## src/rtl/bp_fe_fetch_block_scan_if.sv

```systemverilog
// ---------------------------------------------------------------------------
// bp_fe_fetch_block_scan_if
//   Bundles the fetch-block input channel, the redirect strobe and the scan
//   result channel of bp_fe_fetch_block_scan.
//
//   Modports:
//     slave  - the scanner's view: consumes fetch blocks, produces scan results
//     master - the surrounding frontend's view: drives fetch blocks and
//              redirect, consumes scan results
//
//   Signals:
//     redirect_i          frontend redirect/flush
//     fetch_v_i           fetch block valid
//     fetch_ready_and_o   block accepted when fetch_v_i & fetch_ready_and_o
//     fetch_pc_i          PC of first useful parcel
//     fetch_data_i        fetch_parcels_p x 16-bit parcels, parcel 0 lowest
//     scan_v_o            scan result valid
//     scan_ready_and_i    consumer accepts the scan result
//     scan_block_pc_o     block-aligned PC of the scanned block
//     scan_instr_v_o      per-slot instruction present
//     scan_instr_o        per-slot instruction (compressed in low 16 bits)
//     scan_compressed_o / scan_branch_o / scan_jal_o / scan_jalr_o /
//     scan_call_o / scan_ret_o   per-slot classification flags
//     scan_cf_v_o         some valid slot is a branch/jal/jalr
//     scan_cf_idx_o       lowest control-flow slot
//     scan_cf_tgt_o       PC-relative target of that slot (0 for jalr)
// ---------------------------------------------------------------------------
interface bp_fe_fetch_block_scan_if #(
    parameter int vaddr_width_p   = 39,
    parameter int fetch_parcels_p = 4
);
    localparam int idx_width_lp = $clog2(fetch_parcels_p);

    logic                            redirect_i;
    logic                            fetch_v_i;
    logic                            fetch_ready_and_o;
    logic [vaddr_width_p-1:0]        fetch_pc_i;
    logic [16*fetch_parcels_p-1:0]   fetch_data_i;

    logic                            scan_v_o;
    logic                            scan_ready_and_i;
    logic [vaddr_width_p-1:0]        scan_block_pc_o;
    logic [fetch_parcels_p-1:0]      scan_instr_v_o;
    logic [32*fetch_parcels_p-1:0]   scan_instr_o;
    logic [fetch_parcels_p-1:0]      scan_compressed_o;
    logic [fetch_parcels_p-1:0]      scan_branch_o;
    logic [fetch_parcels_p-1:0]      scan_jal_o;
    logic [fetch_parcels_p-1:0]      scan_jalr_o;
    logic [fetch_parcels_p-1:0]      scan_call_o;
    logic [fetch_parcels_p-1:0]      scan_ret_o;
    logic                            scan_cf_v_o;
    logic [idx_width_lp-1:0]         scan_cf_idx_o;
    logic [vaddr_width_p-1:0]        scan_cf_tgt_o;

    modport slave (
        input  redirect_i, fetch_v_i, fetch_pc_i, fetch_data_i, scan_ready_and_i,
        output fetch_ready_and_o, scan_v_o, scan_block_pc_o, scan_instr_v_o,
               scan_instr_o, scan_compressed_o, scan_branch_o, scan_jal_o,
               scan_jalr_o, scan_call_o, scan_ret_o, scan_cf_v_o,
               scan_cf_idx_o, scan_cf_tgt_o
    );

    modport master (
        output redirect_i, fetch_v_i, fetch_pc_i, fetch_data_i, scan_ready_and_i,
        input  fetch_ready_and_o, scan_v_o, scan_block_pc_o, scan_instr_v_o,
               scan_instr_o, scan_compressed_o, scan_branch_o, scan_jal_o,
               scan_jalr_o, scan_call_o, scan_ret_o, scan_cf_v_o,
               scan_cf_idx_o, scan_cf_tgt_o
    );
endinterface

```

## src/rtl/bp_fe_fetch_block_scan.sv

```systemverilog
// ---------------------------------------------------------------------------
// bp_fe_fetch_block_scan
//   Scans an aligned fetch block of fetch_parcels_p 16-bit parcels, finds
//   instruction boundaries across mixed RVC/32-bit code, carries the low half
//   of a 32-bit instruction straddling into the next block, and registers
//   per-slot control-flow classification plus the first control-flow slot and
//   its PC-relative target. One output register stage, full throughput.
//
//   Ports:
//     clk_i      clock
//     reset_n_i  asynchronous active-low reset
//     bus        bp_fe_fetch_block_scan_if.slave (fetch in, redirect, scan out)
// ---------------------------------------------------------------------------
module bp_fe_fetch_block_scan #(
    parameter int vaddr_width_p   = 39,
    parameter int fetch_parcels_p = 4
) (
    input  logic                     clk_i,
    input  logic                     reset_n_i,
    bp_fe_fetch_block_scan_if.slave  bus
);
    localparam int idx_width_lp = $clog2(fetch_parcels_p);
    localparam int P            = fetch_parcels_p;
    localparam int V            = vaddr_width_p;

    // Registered state
    logic               scan_v_r;
    logic [V-1:0]       block_pc_r;
    logic [32*P-1:0]    instr_r;
    logic [P-1:0]       instr_v_r, compressed_r, branch_r, jal_r, jalr_r, call_r, ret_r;
    logic               cf_v_r;
    logic [idx_width_lp-1:0] cf_idx_r;
    logic [V-1:0]       cf_tgt_r;
    logic               residual_v_r;
    logic [V-1:0]       residual_pc_r;
    logic [15:0]        residual_lo_r;

    // Combinational next values
    logic               fetch_ready;
    logic               accept;
    logic               splice;
    logic [V-1:0]       block_pc;
    int unsigned        walk_start;
    logic [16*P+15:0]   data_ext;
    logic [32*P-1:0]    instr_n;
    logic [P-1:0]       instr_v_n, compressed_n, branch_n, jal_n, jalr_n, call_n, ret_n;
    logic               cf_v_n;
    logic [idx_width_lp-1:0] cf_idx_n;
    logic [V-1:0]       cf_tgt_n;
    logic               res_v_n;
    logic [V-1:0]       res_pc_n;
    logic [15:0]        res_lo_n;

    assign fetch_ready = reset_n_i & ~bus.redirect_i & (~scan_v_r | bus.scan_ready_and_i);
    assign accept      = bus.fetch_v_i & fetch_ready;
    assign splice      = residual_v_r & (bus.fetch_pc_i == residual_pc_r + V'(2));
    // Zero parcel above the block keeps the upper-half select in range for
    // the last parcel; that path is never taken there.
    assign data_ext    = {16'h0000, bus.fetch_data_i};

    always_comb begin
        block_pc = bus.fetch_pc_i;
        block_pc[idx_width_lp:0] = '0;
        walk_start = splice ? 32'd1 : 32'(bus.fetch_pc_i[idx_width_lp:1]);
    end

    // Boundary walk: 'hi' marks a parcel that is the upper half of the
    // previous 32-bit instruction and therefore starts no slot.
    always_comb begin
        logic        hi;
        logic [15:0] parcel;
        instr_n      = '0;
        instr_v_n    = '0;
        compressed_n = '0;
        res_v_n      = 1'b0;
        res_pc_n     = '0;
        res_lo_n     = '0;
        hi           = 1'b0;
        parcel       = '0;
        if (splice) begin
            instr_v_n[0]   = 1'b1;
            instr_n[31:0]  = {data_ext[15:0], residual_lo_r};
        end
        for (int unsigned i = 0; i < P; i++) begin
            parcel = data_ext[16*i +: 16];
            if (hi) begin
                hi = 1'b0;
            end else if (i >= walk_start) begin
                if (parcel[1:0] != 2'b11) begin
                    instr_v_n[i]        = 1'b1;
                    compressed_n[i]     = 1'b1;
                    instr_n[32*i +: 32] = {16'h0000, parcel};
                end else if (i == P-1) begin
                    res_v_n  = 1'b1;
                    res_pc_n = block_pc + V'(2*i);
                    res_lo_n = parcel;
                end else begin
                    instr_v_n[i]        = 1'b1;
                    instr_n[32*i +: 32] = {data_ext[16*(i+1) +: 16], parcel};
                    hi                  = 1'b1;
                end
            end
        end
    end

    // Per-slot classification and first control-flow slot selection
    always_comb begin
        logic [31:0]  w;
        logic [V-1:0] imm;
        logic [V-1:0] pc;
        branch_n = '0;
        jal_n    = '0;
        jalr_n   = '0;
        call_n   = '0;
        ret_n    = '0;
        cf_v_n   = 1'b0;
        cf_idx_n = '0;
        cf_tgt_n = '0;
        for (int unsigned i = 0; i < P; i++) begin
            w   = instr_n[32*i +: 32];
            imm = '0;
            pc  = (splice && i == 0) ? residual_pc_r : block_pc + V'(2*i);
            if (instr_v_n[i]) begin
                if (compressed_n[i]) begin
                    if (w[1:0] == 2'b01 && w[15:14] == 2'b11) begin
                        branch_n[i] = 1'b1;
                        imm = {{(V-9){w[12]}}, w[12], w[6:5], w[2], w[11:10], w[4:3], 1'b0};
                    end else if (w[1:0] == 2'b01 && w[15:13] == 3'b101) begin
                        jal_n[i] = 1'b1;
                        imm = {{(V-12){w[12]}}, w[12], w[8], w[10:9], w[6], w[7], w[2],
                               w[11], w[5:3], 1'b0};
                    end else if (w[1:0] == 2'b10 && w[15:13] == 3'b100 &&
                                 w[6:2] == 5'd0 && w[11:7] != 5'd0) begin
                        jalr_n[i] = 1'b1;
                        if (!w[12]) begin
                            ret_n[i] = (w[11:7] == 5'd1) || (w[11:7] == 5'd5);
                        end else begin
                            call_n[i] = 1'b1;
                            ret_n[i]  = (w[11:7] == 5'd5);
                        end
                    end
                end else begin
                    case (w[6:0])
                        7'b1100011: begin
                            branch_n[i] = 1'b1;
                            imm = {{(V-13){w[31]}}, w[31], w[7], w[30:25], w[11:8], 1'b0};
                        end
                        7'b1101111: begin
                            jal_n[i]  = 1'b1;
                            call_n[i] = (w[11:7] == 5'd1) || (w[11:7] == 5'd5);
                            imm = {{(V-21){w[31]}}, w[31], w[19:12], w[20], w[30:21], 1'b0};
                        end
                        7'b1100111: begin
                            jalr_n[i] = 1'b1;
                            call_n[i] = (w[11:7] == 5'd1) || (w[11:7] == 5'd5);
                            ret_n[i]  = ((w[19:15] == 5'd1) || (w[19:15] == 5'd5)) &&
                                        (w[11:7] != w[19:15]);
                        end
                        default: ;
                    endcase
                end
            end
            if (!cf_v_n && (branch_n[i] || jal_n[i] || jalr_n[i])) begin
                cf_v_n   = 1'b1;
                cf_idx_n = idx_width_lp'(i);
                cf_tgt_n = jalr_n[i] ? '0 : pc + imm;
            end
        end
    end

    always_ff @(posedge clk_i or negedge reset_n_i) begin
        if (!reset_n_i) begin
            scan_v_r      <= 1'b0;
            block_pc_r    <= '0;
            instr_r       <= '0;
            instr_v_r     <= '0;
            compressed_r  <= '0;
            branch_r      <= '0;
            jal_r         <= '0;
            jalr_r        <= '0;
            call_r        <= '0;
            ret_r         <= '0;
            cf_v_r        <= 1'b0;
            cf_idx_r      <= '0;
            cf_tgt_r      <= '0;
            residual_v_r  <= 1'b0;
            residual_pc_r <= '0;
            residual_lo_r <= '0;
        end else if (bus.redirect_i) begin
            scan_v_r     <= 1'b0;
            residual_v_r <= 1'b0;
        end else if (accept) begin
            scan_v_r      <= 1'b1;
            block_pc_r    <= block_pc;
            instr_r       <= instr_n;
            instr_v_r     <= instr_v_n;
            compressed_r  <= compressed_n;
            branch_r      <= branch_n;
            jal_r         <= jal_n;
            jalr_r        <= jalr_n;
            call_r        <= call_n;
            ret_r         <= ret_n;
            cf_v_r        <= cf_v_n;
            cf_idx_r      <= cf_idx_n;
            cf_tgt_r      <= cf_tgt_n;
            residual_v_r  <= res_v_n;
            residual_pc_r <= res_pc_n;
            residual_lo_r <= res_lo_n;
        end else if (bus.scan_ready_and_i) begin
            scan_v_r <= 1'b0;
        end
    end

    assign bus.fetch_ready_and_o = fetch_ready;
    assign bus.scan_v_o          = scan_v_r;
    assign bus.scan_block_pc_o   = block_pc_r;
    assign bus.scan_instr_v_o    = instr_v_r;
    assign bus.scan_instr_o      = instr_r;
    assign bus.scan_compressed_o = compressed_r;
    assign bus.scan_branch_o     = branch_r;
    assign bus.scan_jal_o        = jal_r;
    assign bus.scan_jalr_o       = jalr_r;
    assign bus.scan_call_o       = call_r;
    assign bus.scan_ret_o        = ret_r;
    assign bus.scan_cf_v_o       = cf_v_r;
    assign bus.scan_cf_idx_o     = cf_idx_r;
    assign bus.scan_cf_tgt_o     = cf_tgt_r;
endmodule

```

## src/flat_wrapper.sv

```systemverilog
// flat-port wrapper written by rule: the top's interface ports become plain ports
module bp_fe_fetch_block_scan_flat 
#(
    parameter int vaddr_width_p   = 39,
    parameter int fetch_parcels_p = 4
)
  (clk_i, reset_n_i, bus_redirect_i, bus_fetch_v_i, bus_fetch_pc_i, bus_fetch_data_i, bus_scan_ready_and_i, bus_fetch_ready_and_o, bus_scan_v_o, bus_scan_block_pc_o, bus_scan_instr_v_o, bus_scan_instr_o, bus_scan_compressed_o, bus_scan_branch_o, bus_scan_jal_o, bus_scan_jalr_o, bus_scan_call_o, bus_scan_ret_o, bus_scan_cf_v_o, bus_scan_cf_idx_o, bus_scan_cf_tgt_o);
  bp_fe_fetch_block_scan_if #(.vaddr_width_p(vaddr_width_p), .fetch_parcels_p(fetch_parcels_p)) bus_i ();
  input  logic clk_i;
  input  logic reset_n_i;
  input wire logic [$bits(bus_i.redirect_i)-1:0] bus_redirect_i;
  input wire logic [$bits(bus_i.fetch_v_i)-1:0] bus_fetch_v_i;
  input wire logic [$bits(bus_i.fetch_pc_i)-1:0] bus_fetch_pc_i;
  input wire logic [$bits(bus_i.fetch_data_i)-1:0] bus_fetch_data_i;
  input wire logic [$bits(bus_i.scan_ready_and_i)-1:0] bus_scan_ready_and_i;
  output wire logic [$bits(bus_i.fetch_ready_and_o)-1:0] bus_fetch_ready_and_o;
  output wire logic [$bits(bus_i.scan_v_o)-1:0] bus_scan_v_o;
  output wire logic [$bits(bus_i.scan_block_pc_o)-1:0] bus_scan_block_pc_o;
  output wire logic [$bits(bus_i.scan_instr_v_o)-1:0] bus_scan_instr_v_o;
  output wire logic [$bits(bus_i.scan_instr_o)-1:0] bus_scan_instr_o;
  output wire logic [$bits(bus_i.scan_compressed_o)-1:0] bus_scan_compressed_o;
  output wire logic [$bits(bus_i.scan_branch_o)-1:0] bus_scan_branch_o;
  output wire logic [$bits(bus_i.scan_jal_o)-1:0] bus_scan_jal_o;
  output wire logic [$bits(bus_i.scan_jalr_o)-1:0] bus_scan_jalr_o;
  output wire logic [$bits(bus_i.scan_call_o)-1:0] bus_scan_call_o;
  output wire logic [$bits(bus_i.scan_ret_o)-1:0] bus_scan_ret_o;
  output wire logic [$bits(bus_i.scan_cf_v_o)-1:0] bus_scan_cf_v_o;
  output wire logic [$bits(bus_i.scan_cf_idx_o)-1:0] bus_scan_cf_idx_o;
  output wire logic [$bits(bus_i.scan_cf_tgt_o)-1:0] bus_scan_cf_tgt_o;
  assign bus_i.redirect_i = bus_redirect_i;
  assign bus_i.fetch_v_i = bus_fetch_v_i;
  assign bus_i.fetch_pc_i = bus_fetch_pc_i;
  assign bus_i.fetch_data_i = bus_fetch_data_i;
  assign bus_i.scan_ready_and_i = bus_scan_ready_and_i;
  assign bus_fetch_ready_and_o = bus_i.fetch_ready_and_o;
  assign bus_scan_v_o = bus_i.scan_v_o;
  assign bus_scan_block_pc_o = bus_i.scan_block_pc_o;
  assign bus_scan_instr_v_o = bus_i.scan_instr_v_o;
  assign bus_scan_instr_o = bus_i.scan_instr_o;
  assign bus_scan_compressed_o = bus_i.scan_compressed_o;
  assign bus_scan_branch_o = bus_i.scan_branch_o;
  assign bus_scan_jal_o = bus_i.scan_jal_o;
  assign bus_scan_jalr_o = bus_i.scan_jalr_o;
  assign bus_scan_call_o = bus_i.scan_call_o;
  assign bus_scan_ret_o = bus_i.scan_ret_o;
  assign bus_scan_cf_v_o = bus_i.scan_cf_v_o;
  assign bus_scan_cf_idx_o = bus_i.scan_cf_idx_o;
  assign bus_scan_cf_tgt_o = bus_i.scan_cf_tgt_o;
  bp_fe_fetch_block_scan #(.vaddr_width_p(vaddr_width_p), .fetch_parcels_p(fetch_parcels_p)) u_core (.clk_i(clk_i), .reset_n_i(reset_n_i), .bus(bus_i));
endmodule
```

## config.mk

```make
export PLATFORM = sky130hd
export DESIGN_NAME = bp_fe_fetch_block_scan_flat
export DESIGN_NICKNAME = d
export VERILOG_FILES = /design/src/rtl/bp_fe_fetch_block_scan_if.sv /design/src/rtl/bp_fe_fetch_block_scan.sv /design/src/flat_wrapper.sv
export SDC_FILE = /design/constraint.sdc
export NUM_CORES = 1
export LEC_CHECK = 0
export BUFFER_PORTS_ARGS = -buffer_cell sky130_fd_sc_hd__buf_2
export CAP_MARGIN = 10
export CORE_ASPECT_RATIO = 0.9
export CORE_MARGIN = 3
export CORE_UTILIZATION = 60
export CTS_CLUSTER_DIAMETER = 200
export DETAILED_ROUTE_END_ITERATION = 10
export PLACE_DENSITY = 0.83
export SYNTH_ARGS = -nofsm -noshare
export SYNTH_HDL_FRONTEND = slang
export SYNTH_SLANG_ARGS = --single-unit
```

## constraint.sdc

```tcl
create_clock -name clk_i -period 25.1 [get_ports clk_i]
set_input_delay 5.02 -clock clk_i [delete_from_list [all_inputs] [get_ports clk_i]]
set_output_delay 5.02 -clock clk_i [all_outputs]
set_load 0.02 [all_outputs]
```

==> metrics.cfg <==
[drt]
drtAntennaViolNets = 0
wl_per_cell_um = 24.60
wirelength_um = 87910
vias_per_cell = 6.835
vias = 24420
drt_iter0_markers = 3624
drc = 0
first_pass_iters = 6

[outcome]
run_status = finished, final reports clean

[clock_network]
clkTransAtPathRegs_ps = 70
clk_latency_ps = 600
clockBufferDepth = 3
cts_sinks = 270
root_buffer = clkbuf_16
cts_tree = done
post_cts_resized = 0
htree_num_levels = 1
hold_buffers = 0
cts_setup_buffers = 0
numCtsBuffers = 29

[power_and_ir_drop]
sw_frac_of_total_pct = 36.11
powerDensity_nw_per_um2 = 54.14
p_int_uw = 871.1
power.leakage_uw = 0.01251
p_seq_share_pct = 38.7
power.share.clock_pct = 33.9
ir_drop_mv = 0.06933
power_uw = 1364
p_comb_share_pct = 27.3
netSwitchingPower_uw = 492.4

[synth]
synth.avg_cell_area_sq_um = 7.882
synthCells = 2835
synth_cell_types = 91
synth_common_cells = nand2_1, dfrtp_1, a21oi_1, nor2_1, o21ai_0
seq_area_frac_synth_pct = 30.24
synth-seq-cells = 270
yosys.area.top_type = dfrtp_1
syn-cell-area_sq_um = 22350
synth-async-reset-ratio_pct = 100.0
yosysTopAreaCellShare_pct = 30.24
yosys-top-cells-area = dfrtp_1, nand2_1, ha_1
synth.most_common_cell = nand2_1
synth_edf_count = 0
synth_ff_type = dfrtp_1
yosys_warnings = 0

[final_layout]
nets = 3329
fin_util_pct = 69.15
instances_no_fill = 3573
layout-drive-gt1-share_pct = 14.41
multiInputGateArea_sq_um = 14780
seqCellArea_sq_um = 6756
area_delta_synth_final_pct = 12.71
fill_cells = 3011

[worst_setup_path]
crit_slowest_cell = nand2_1
startpoint = bus_fetch_pc_i[21]
start_kind = input port
end_kind = flip-flop
cpPeakStageDelay_ps = 690
r2r_start = u_core.residual_pc_r[2]$_DFFE_PN0P_
cp_max_fo = 24
critPathKind = input port to flip-flop
cp_data_arrival_time_ps = 13870
crit_required_ps = 25580

[min_path]
worst_hold_startpoint = u_core.bus.scan_instr_o[89]$_DFFE_PN0P_
worstHoldPathType = flip-flop to flip-flop

[global_route]
grt_use_total_pct = 42.60
grt_pass1_vias = 23020
grt_overflow_total = 0
grt_pass1_wl_um = 134200
antenna_found_initial = 3
grt_start_max_net_pins = 205

[timing]
hold_viol = 0
tns_ps = 0
rsz0062_at_grt = no
slew_violations = 0
max_freq_mhz = 74.65
finClkSkew_ps = 14.02
worst_pin_slew_ps = 1214
post-route-min-period_ps = 13400
max-slew-margin-rel_pct = 18.93
post-route-period-util_pct = 53.37
finalSetupViolCount = 0

[die]
rows = 66
die_w_um = 209.4
die_h_um = 189.1
core_area_sq_um = 36420
dieArea_sq_um = 39600
initial_utilization_pct = 61.36
pin_count = 347

[place]
gp_congestion = 1.023
io_buffers = 326
hpwl_um = 65460
dp_cells = 3518

[run]
max_cap_violations = 0

## sequential cells by signal, indices dropped and copies added (netlist names)
name                          cells
u_core.residual_v_r               1
u_core.bus.scan_branch_o          4
u_core.bus.scan_call_o            4
u_core.bus.scan_jalr_o            4
u_core.bus.scan_instr_v_o         4
u_core.bus.scan_cf_v_o            1
u_core.bus.scan_cf_idx_o          2
u_core.residual_pc_r             37
u_core.bus.scan_compressed_o      3
u_core.bus.scan_instr_o         112
u_core.bus.scan_block_pc_o       36
u_core.bus.scan_jal_o             4
u_core.bus.scan_v_o               1
u_core.residual_lo_r             15
u_core.bus.scan_cf_tgt_o         38
u_core.bus.scan_ret_o             4
## per-layer routing
layer	wire length (um)	part of all wire [%]	global-route usage, %
met2	36730	42	62.41
met3	12350	14	10.22
met4	3779	4.3	14.65
met5	27	0.031	0
met1	35020	40	61.76
## worst max-delay path: cells and delay by family
| kind | cells | cell delay (ps) |
|---|---|---|
| AOI/OAI and AO/OA | 18 | 5470 |
| xor gates and xnor gates | 2 | 370 |
| adders and majority gates | 1 | 490 |
| buffers and inverters | 2 | 300 |
| and+or+nand+nor | 6 | 2200 |
## path summary, 6_finish.rpt
path	endpoint	slack, ps	cells past startpoint
hold reg to reg	u_core.bus.scan_instr_o[89]$_DFFE_PN0P_	460	2
hold / removal	u_core.bus.scan_instr_o[89]$_DFFE_PN0P_	460	2
setup reg to reg	u_core.bus.scan_cf_tgt_o[34]$_DFFE_PN0P_	14860	29
setup / recovery	u_core.bus.scan_cf_tgt_o[34]$_DFFE_PN0P_	11700	29
max in group asynchronous	u_core.bus.scan_cf_tgt_o[22]$_DFFE_PN0P_	19230	2
min in group asynchronous	u_core.bus.scan_branch_o[0]$_DFFE_PN0P_	4470	1
## per-stage QoR
step           setup WS (ps)  hold WS [ps]  area [sq um]
3_5_place_dp           11630         450.4         24170
6_report               11700         464.6         25180
4_1_cts                12230         464.1         25180
2_1_floorplan          13090         473.2         22420
5_1_grt                11460         477.9         25180
3_3_place_gp           11840         445.3         24170
## power groups by stage
stage               clock network, uW  registers (uW)  logic [uW]
detailed placement                  0             533         363
CTS                               462             526         364
finish                            463             528         373
floorplan                           0             578         174
global route                      477             533         397
global placement                    0             531         355
## cell usage in the layout, fill, tap and decap left out, types with 22 or more instances in the layout
cell / n
nand2_1: 564
buf_2: 325
dfrtp_1: 270
a21oi_1: 208
nor2_1: 193
o21ai_0: 167
ha_1: 146
xnor2_1: 93
a22o_1: 90
xor2_1: 74
nand3_1: 72
a21o_1: 72
nor3_1: 59
inv_1: 55
nand4_1: 38
o21a_1: 37
and3_1: 33
a221oi_1: 32
nand2b_1: 31
a31oi_1: 29
clkbuf_16: 29
a211oi_1: 25
nor2b_1: 23
nor4_1: 22
or3_1: 22
## area by class of cell
cell class	instances	area share (%)
antenna	1	0.009936
clock buffer	39	3.269
clock inverter	15	0.7303
inverter	55	0.8198
multi-input combinational	2369	58.70
sequential	270	26.83
tap	476	2.365
timing repair buffer	348	7.273
## cell families (layout without fill, tap and decap cells)
group | after synthesis | in the layout | share of synthesized area, %
and+or+nand+nor | 1152 | 1152 | 23.60
AOI/OAI and AO/OA | 864 | 864 | 26.26
DFF | 270 | 270 | 30.24
buffers and inverters | 215 | 457 | 4.149
xor gates and xnor gates | 167 | 167 | 6.546
adders and majority gates | 148 | 148 | 8.354
muxes | 18 | 18 | 0.8456
other | 1 | 21 | 0.01678
Power figures use the tool's default switching activity.
